--- src/rtl/window_fetch_unit.sv ---
// Reads a k x k window per lane from an internal image memory in row-major order,
// zero-padding out-of-image elements, behind a valid/ready output handshake.
module window_fetch_unit #(
  parameter int DATA_WIDTH   = 16,
  parameter int IMAGE_WIDTH  = 8,
  parameter int IMAGE_HEIGHT = 8,
  parameter int NUM_UNITS    = 2,
  parameter int MAX_KERNEL   = 4,
  localparam int AW = $clog2(IMAGE_WIDTH * IMAGE_HEIGHT),
  localparam int RW = $clog2(IMAGE_HEIGHT),
  localparam int CW = $clog2(IMAGE_WIDTH),
  localparam int KW = $clog2(MAX_KERNEL + 1)
) (
  input  logic                            clk,
  input  logic                            rst_n,
  input  logic                            i_wr_en,
  input  logic [AW-1:0]                   i_wr_addr,
  input  logic [DATA_WIDTH-1:0]           i_wr_data,
  input  logic                            i_start,
  input  logic [NUM_UNITS*RW-1:0]         i_start_row,
  input  logic [NUM_UNITS*CW-1:0]         i_start_col,
  input  logic [KW-1:0]                   i_kernel_dim,
  output logic [NUM_UNITS*DATA_WIDTH-1:0] o_out,
  output logic [NUM_UNITS-1:0]            o_out_pad,
  output logic                            o_out_valid,
  input  logic                            i_out_ready,
  output logic                            o_busy,
  output logic                            o_done
);

  localparam int AW1 = AW + 1;
  localparam logic [AW1-1:0] IMG_W = AW1'(IMAGE_WIDTH);
  localparam logic [AW1-1:0] IMG_H = AW1'(IMAGE_HEIGHT);
  localparam logic [KW-1:0]  K_MAX = KW'(MAX_KERNEL);
  localparam logic [KW-1:0]  K_ONE = KW'(1);

  typedef enum logic [1:0] {S_IDLE, S_FETCH, S_DONE} state_t;

  state_t r_state, w_state_next;
  logic [KW-1:0] r_k, r_row_off, r_col_off;
  logic [KW-1:0] w_ld_row, w_ld_col;
  logic          r_valid;
  logic          w_k_ok, w_start_ok, w_row_end, w_last, w_adv, w_load;

  logic [DATA_WIDTH-1:0] r_mem [IMAGE_WIDTH*IMAGE_HEIGHT];

  // Lane reads sample r_mem in their own blocks, so a same-edge write is seen as old data.
  always_ff @(posedge clk) begin
    if (i_wr_en) r_mem[i_wr_addr] <= i_wr_data;
  end

  assign w_k_ok     = (i_kernel_dim != '0) && (i_kernel_dim <= K_MAX);
  assign w_start_ok = (r_state == S_IDLE) && i_start && w_k_ok;
  assign w_row_end  = (r_col_off == r_k - K_ONE);
  assign w_last     = w_row_end && (r_row_off == r_k - K_ONE);
  assign w_adv      = r_valid && i_out_ready;
  assign w_load     = (r_state == S_FETCH) && (!r_valid || (w_adv && !w_last));

  // Offsets of the element to load: (0,0) on the first load, else the successor.
  always_comb begin
    w_ld_row = r_row_off;
    w_ld_col = r_col_off;
    if (r_valid) begin
      if (w_row_end) begin
        w_ld_row = r_row_off + K_ONE;
        w_ld_col = '0;
      end else begin
        w_ld_col = r_col_off + K_ONE;
      end
    end
  end

  always_comb begin
    w_state_next = r_state;
    case (r_state)
      S_IDLE:  if (i_start) w_state_next = w_k_ok ? S_FETCH : S_DONE;
      S_FETCH: if (w_adv && w_last) w_state_next = S_DONE;
      S_DONE:  w_state_next = S_IDLE;
      default: w_state_next = S_IDLE;
    endcase
  end

  always_ff @(posedge clk or negedge rst_n) begin
    if (!rst_n) begin
      r_state   <= S_IDLE;
      r_valid   <= 1'b0;
      r_k       <= '0;
      r_row_off <= '0;
      r_col_off <= '0;
    end else begin
      r_state <= w_state_next;
      if (w_start_ok) begin
        r_k       <= i_kernel_dim;
        r_row_off <= '0;
        r_col_off <= '0;
      end
      if (w_load) begin
        r_row_off <= w_ld_row;
        r_col_off <= w_ld_col;
        r_valid   <= 1'b1;
      end else if (w_adv && w_last) begin
        r_valid <= 1'b0;
      end
    end
  end

  genvar gi;
  generate
    for (gi = 0; gi < NUM_UNITS; gi++) begin : g_unit
      logic [RW-1:0]         r_org_row;
      logic [CW-1:0]         r_org_col;
      logic                  r_pad;
      logic [DATA_WIDTH-1:0] r_rd_data;
      logic [AW1-1:0]        w_abs_row, w_abs_col;
      logic [AW-1:0]         w_rd_addr;
      logic                  w_pad;

      assign w_abs_row = AW1'(r_org_row) + AW1'(w_ld_row);
      assign w_abs_col = AW1'(r_org_col) + AW1'(w_ld_col);
      assign w_pad     = (w_abs_row >= IMG_H) || (w_abs_col >= IMG_W);
      // Only used when not padding, so the truncated address is always in range.
      assign w_rd_addr = AW'(w_abs_row * IMG_W + w_abs_col);

      always_ff @(posedge clk or negedge rst_n) begin
        if (!rst_n) begin
          r_org_row <= '0;
          r_org_col <= '0;
          r_pad     <= 1'b0;
        end else begin
          if (w_start_ok) begin
            r_org_row <= i_start_row[gi*RW +: RW];
            r_org_col <= i_start_col[gi*CW +: CW];
          end
          if (w_load) r_pad <= w_pad;
        end
      end

      always_ff @(posedge clk) begin
        if (w_load && !w_pad) r_rd_data <= r_mem[w_rd_addr];
      end

      assign o_out[gi*DATA_WIDTH +: DATA_WIDTH] = (r_valid && !r_pad) ? r_rd_data : '0;
      assign o_out_pad[gi] = r_valid && r_pad;
    end
  endgenerate

  assign o_out_valid = r_valid;
  assign o_busy      = (r_state != S_IDLE);
  assign o_done      = (r_state == S_DONE);

endmodule

--- config.mk ---
export PLATFORM = sky130hd
export DESIGN_NAME = window_fetch_unit
export DESIGN_NICKNAME = d
export VERILOG_FILES = /design/src/rtl/window_fetch_unit.sv
export SDC_FILE = /design/constraint.sdc
export NUM_CORES = 1
export LEC_CHECK = 0
export CAP_MARGIN = 25
export CORE_ASPECT_RATIO = 0.8
export CORE_MARGIN = 2
export CORE_UTILIZATION = 65
export DETAILED_ROUTE_END_ITERATION = 8
export MAX_ROUTING_LAYER = met4
export PLACE_DENSITY_LB_ADDON = 0.3
export REMOVE_ABC_BUFFERS = 1
export SETUP_SLACK_MARGIN = 0.2
export SLEW_MARGIN = 20
export SYNTH_ARGS = -nofsm -noshare
export SYNTH_HDL_FRONTEND = slang
export SYNTH_SLANG_ARGS = --single-unit
--- constraint.sdc ---
create_clock -name clk -period 16.2 [get_ports clk]
set_input_delay 4.05 -clock clk [delete_from_list [all_inputs] [get_ports clk]]
set_output_delay 4.05 -clock clk [all_outputs]
set_load 0.05 [all_outputs]
==> summary.md <==
| Metric | Value |
|---|---|
| TritonCTS clock tree | `done` |
| GRT Residual Overflow | `0` |
| Most frequent cell after synthesis | `edfxtp_1` |
| Total clock buffers created by CTS | `between 100 and 150` |
| Chip Height | `254.0 um` |
| Register area | `between 30000 and 40000 um2` |
| Post-Route WL | `around 160 mm` |
| Outcome | `completed` |
| Drt pass-1 iters | `7` |
| Min-delay worst type | `flop to flop` |
| #FFs+latches synth | `1082` |
| Routability cong. | `approximately 1.0` |
| Die width | `316.6 um` |
| Fill count | `~4500` |
| RSZ-0062 raised after global routing | `false` |
| Fin. max-slew vios | `0` |
| CP Class | `flop to flop` |
| # Max-Cap Violations | `0` |
| Met3 Use GR | `~15%` |
| Slew margin rel. | `roughly a tenth` |
| Post_cts resized | `0` |
| Area delta synth->final | `11.14%` |
| Initial Util | `between 60% and 70%` |
| Most frequent cells after synthesis | `1056 x edfxtp_1, 428 x mux4_2, 318 x nand2_1, 149 x mux2i_1, 137 x nand3_1` |
| Post-route ant nets | `0` |
| Area leader, netlist | `edfxtp_1` |
| Syn Inst Count | `about 3000` |
| Setup Fix Bufs, Post-CTS | `0` |
| Synth top area share | `62.42%` |
| Vias | `approximately 32000` |
| Wirelength per Cell | `around 38 um` |
| Met1 Use GR | `a little under three fifths` |
| Tcrit/Tclk final | `about 44%` |
| Crit Path Max Fanout | `55` |
| Port bufs | `78` |
| Core Region | `about 77000 um2` |
| Area of the multi-input gates | `approximately 18000 um2` |
| Crit path capture type | `flop` |
| Detailed placement HPWL | `between 90 and 100 mm` |
| Final nets | `about 3100` |
| Layout cells sized above 1 | `roughly 26%` |
| DRC viols | `0` |
| IO Count | `79` |
| Fmax | `~140 MHz` |
| First-pass GRT wire length | `approximately 220 mm` |
| Most area-consuming cells after synthesis | `edfxtp_1 62%, mux4_2 19%, mux2i_1 2.9%` |
| Top FF cell, synth | `edfxtp_1` |
| Cell variety after synth | `57` |
| First-iteration detailed-routing DRC count | `approximately 6400` |
| Worst-Margin Slew | `between 1 and 1.5 ns` |
| Flop2flop setup slack | `approximately 9.1 ns` |
| Seq/Total Area, Yosys | `63.70%` |
| Startpoint Class | `flop` |
| CP arrival | `~7.5 ns` |
| Top Usage Layer GRT | `met1` |
| Total GRT Usage | `between 40% and 50%` |
| Final hold vios | `0` |
| Largest net degree at the start of global routing | `around 130` |
| Crit path max-delay cell type | `fa_4` |
| Largest stage delay, worst path | `1.05 ns` |
| Final worst setup slack | `between 9 and 10 ns` |
| Final Setup Violations | `0` |
| Worst path cell trace | `inv_1, ha_1, xnor2_1, nor3_2, or3_1, o21ai_0, ha_4, inv_1, fa_4, buf_4, buf_4, mux4_2, mux2i_1, o21ai_0, a311oi_1, o32ai_1` |
| Site row count | `slightly above 90` |
| Yosys warning count | `0` |
| Critical Path RT | `between 15 and 20 ns` |
| Met2 usage | `a little under three fifths` |
| Max clock buf depth | `3` |
| Hold buffer count at CTS | `0` |
| Clk slew on worst S/H paths | `approximately 0.07 ns` |
| Setup_tns | `0 ns` |
| Clock Latency Late Sink | `slightly below 0.7 ns` |
| H-tree levels | `3` |
| Vias in the first global route | `between 30000 and 40000` |
| Initial antenna violation count | `19` |
| Post-Place Worst Slack | `roughly 9.4 ns` |
| Number of flops mapped to enable cells by yosys | `around 1100` |
| Async set-reset flop share out of synthesis | `about 2.4%` |
| Die area | `around 80000 um2` |
| Mean Syn Cell Area | `about 17 um2` |
| Tmin final | `approximately 7.1 ns` |
| Root buf cell | `clkbuf_16` |
| CTS sink count | `about 1100` |
| Post-Synthesis Cell Area | `approximately 51000 um2` |
| Vias/cell | `7.722` |
| Worst clock skew | `around 0.024 ns` |
==> layer usage <==
layer,share of wire [%],up-vias
li1,-,12469
met1,34,16317
met2,44,3076
met3,17,455
met4,4.8,0
met5,0,-
==> final timing paths <==
kind | from | end | depth (start not counted)
max | r_k[0]$_DFFE_PN0P_ | g_unit[0].r_rd_data[11]$_DFFE_PP_ | 16
min | g_unit[1].r_org_col[2]$_DFFE_PN0P_ | g_unit[1].r_org_col[2]$_DFFE_PN0P_ | 1
max reg2reg | r_k[0]$_DFFE_PN0P_ | g_unit[0].r_rd_data[11]$_DFFE_PP_ | 16
min reg2reg | g_unit[1].r_org_col[2]$_DFFE_PN0P_ | g_unit[1].r_org_col[2]$_DFFE_PN0P_ | 1
max in group asynchronous | rst_n | r_col_off[0]$_DFFE_PN0P_ | 1
min in group asynchronous | rst_n | g_unit[0].r_org_row[1]$_DFFE_PN0P_ | 1
==> cell families (layout without fill, tap and decap cells) <==
family | count (synthesis) | in the layout | share of synthesized area [%]
xor+xnor | 20 | 20 | 0.4187
flops | 1082 | 1082 | 63.70
fa+ha+maj | 23 | 23 | 0.6256
mux | 619 | 619 | 22.84
buf+inv | 238 | 417 | 2.017
other cells | 0 | 16 | 0
compound gates | 346 | 346 | 4.857
simple gates | 639 | 639 | 5.537
==> sequential cells by signal, summed over array words and instances, names as in the netlist <==
| register | count |
|---|---|
| r_mem | 1024 |
| g_unit.r_rd_data | 32 |
| r_col_off | 3 |
| g_unit.r_org_col | 6 |
| o_out_valid | 1 |
| r_k | 3 |
| g_unit.r_pad | 2 |
| g_unit.r_org_row | 6 |
| r_state | 2 |
| r_row_off | 3 |
==> cell usage in the layout (no fill, tap or decap), types with 18 or more instances in the layout <==
master and count:
a21o_1 25, a21oi_1 48, a221oi_1 33, a31oi_1 39
and3_1 32, buf_2 19, buf_4 122, clkbuf_1 23
clkbuf_16 107, clkdlybuf4s50_1 61, clkinv_1 27, clkinv_2 18
dfrtp_1 26, edfxtp_1 1056, mux2_2 42, mux2i_1 149
mux4_2 428, nand2_1 318, nand3_1 137, nor2_1 76
nor2b_1 25, o21ai_0 65
==> through the flow <==
step                      cells  hold slack (ns)  area [um2]  utilization, %
after floorplan            2741           0.4795       49820               -
after global placement     3965           0.5023       52960           68.60
after detailed placement   3972           0.5153       53070           68.74
after CTS                  4164           0.5294       56340           72.98
after global routing       4184           0.5556       56460           73.13
final                      4185           0.5288       56460           73.14
==> critical path, delay by kind of cell, from the launching register on <==
family,cells,cell delay (ns)
simple gates,2,0.45
flops,1,0.40
buf+inv,4,1.61
mux,2,0.72
compound gates,4,1.69
xor+xnor,1,0.18
fa+ha+maj,3,1.62
==> final cells by class <==
class | instances | area share (%)
clock buffers | 131 | 4.920
well taps | 1023 | 2.267
flip-flops and latches | 1082 | 57.32
multi-input cells | 1647 | 31.27
clock inverters | 61 | 0.8776
repair buffers | 213 | 3.193
inverters | 12 | 0.07978
diodes | 16 | 0.07092
Power is left out: the tool's default activity adds up to more than one toggle a clock period on the data nets, which glitch-free logic cannot reach.
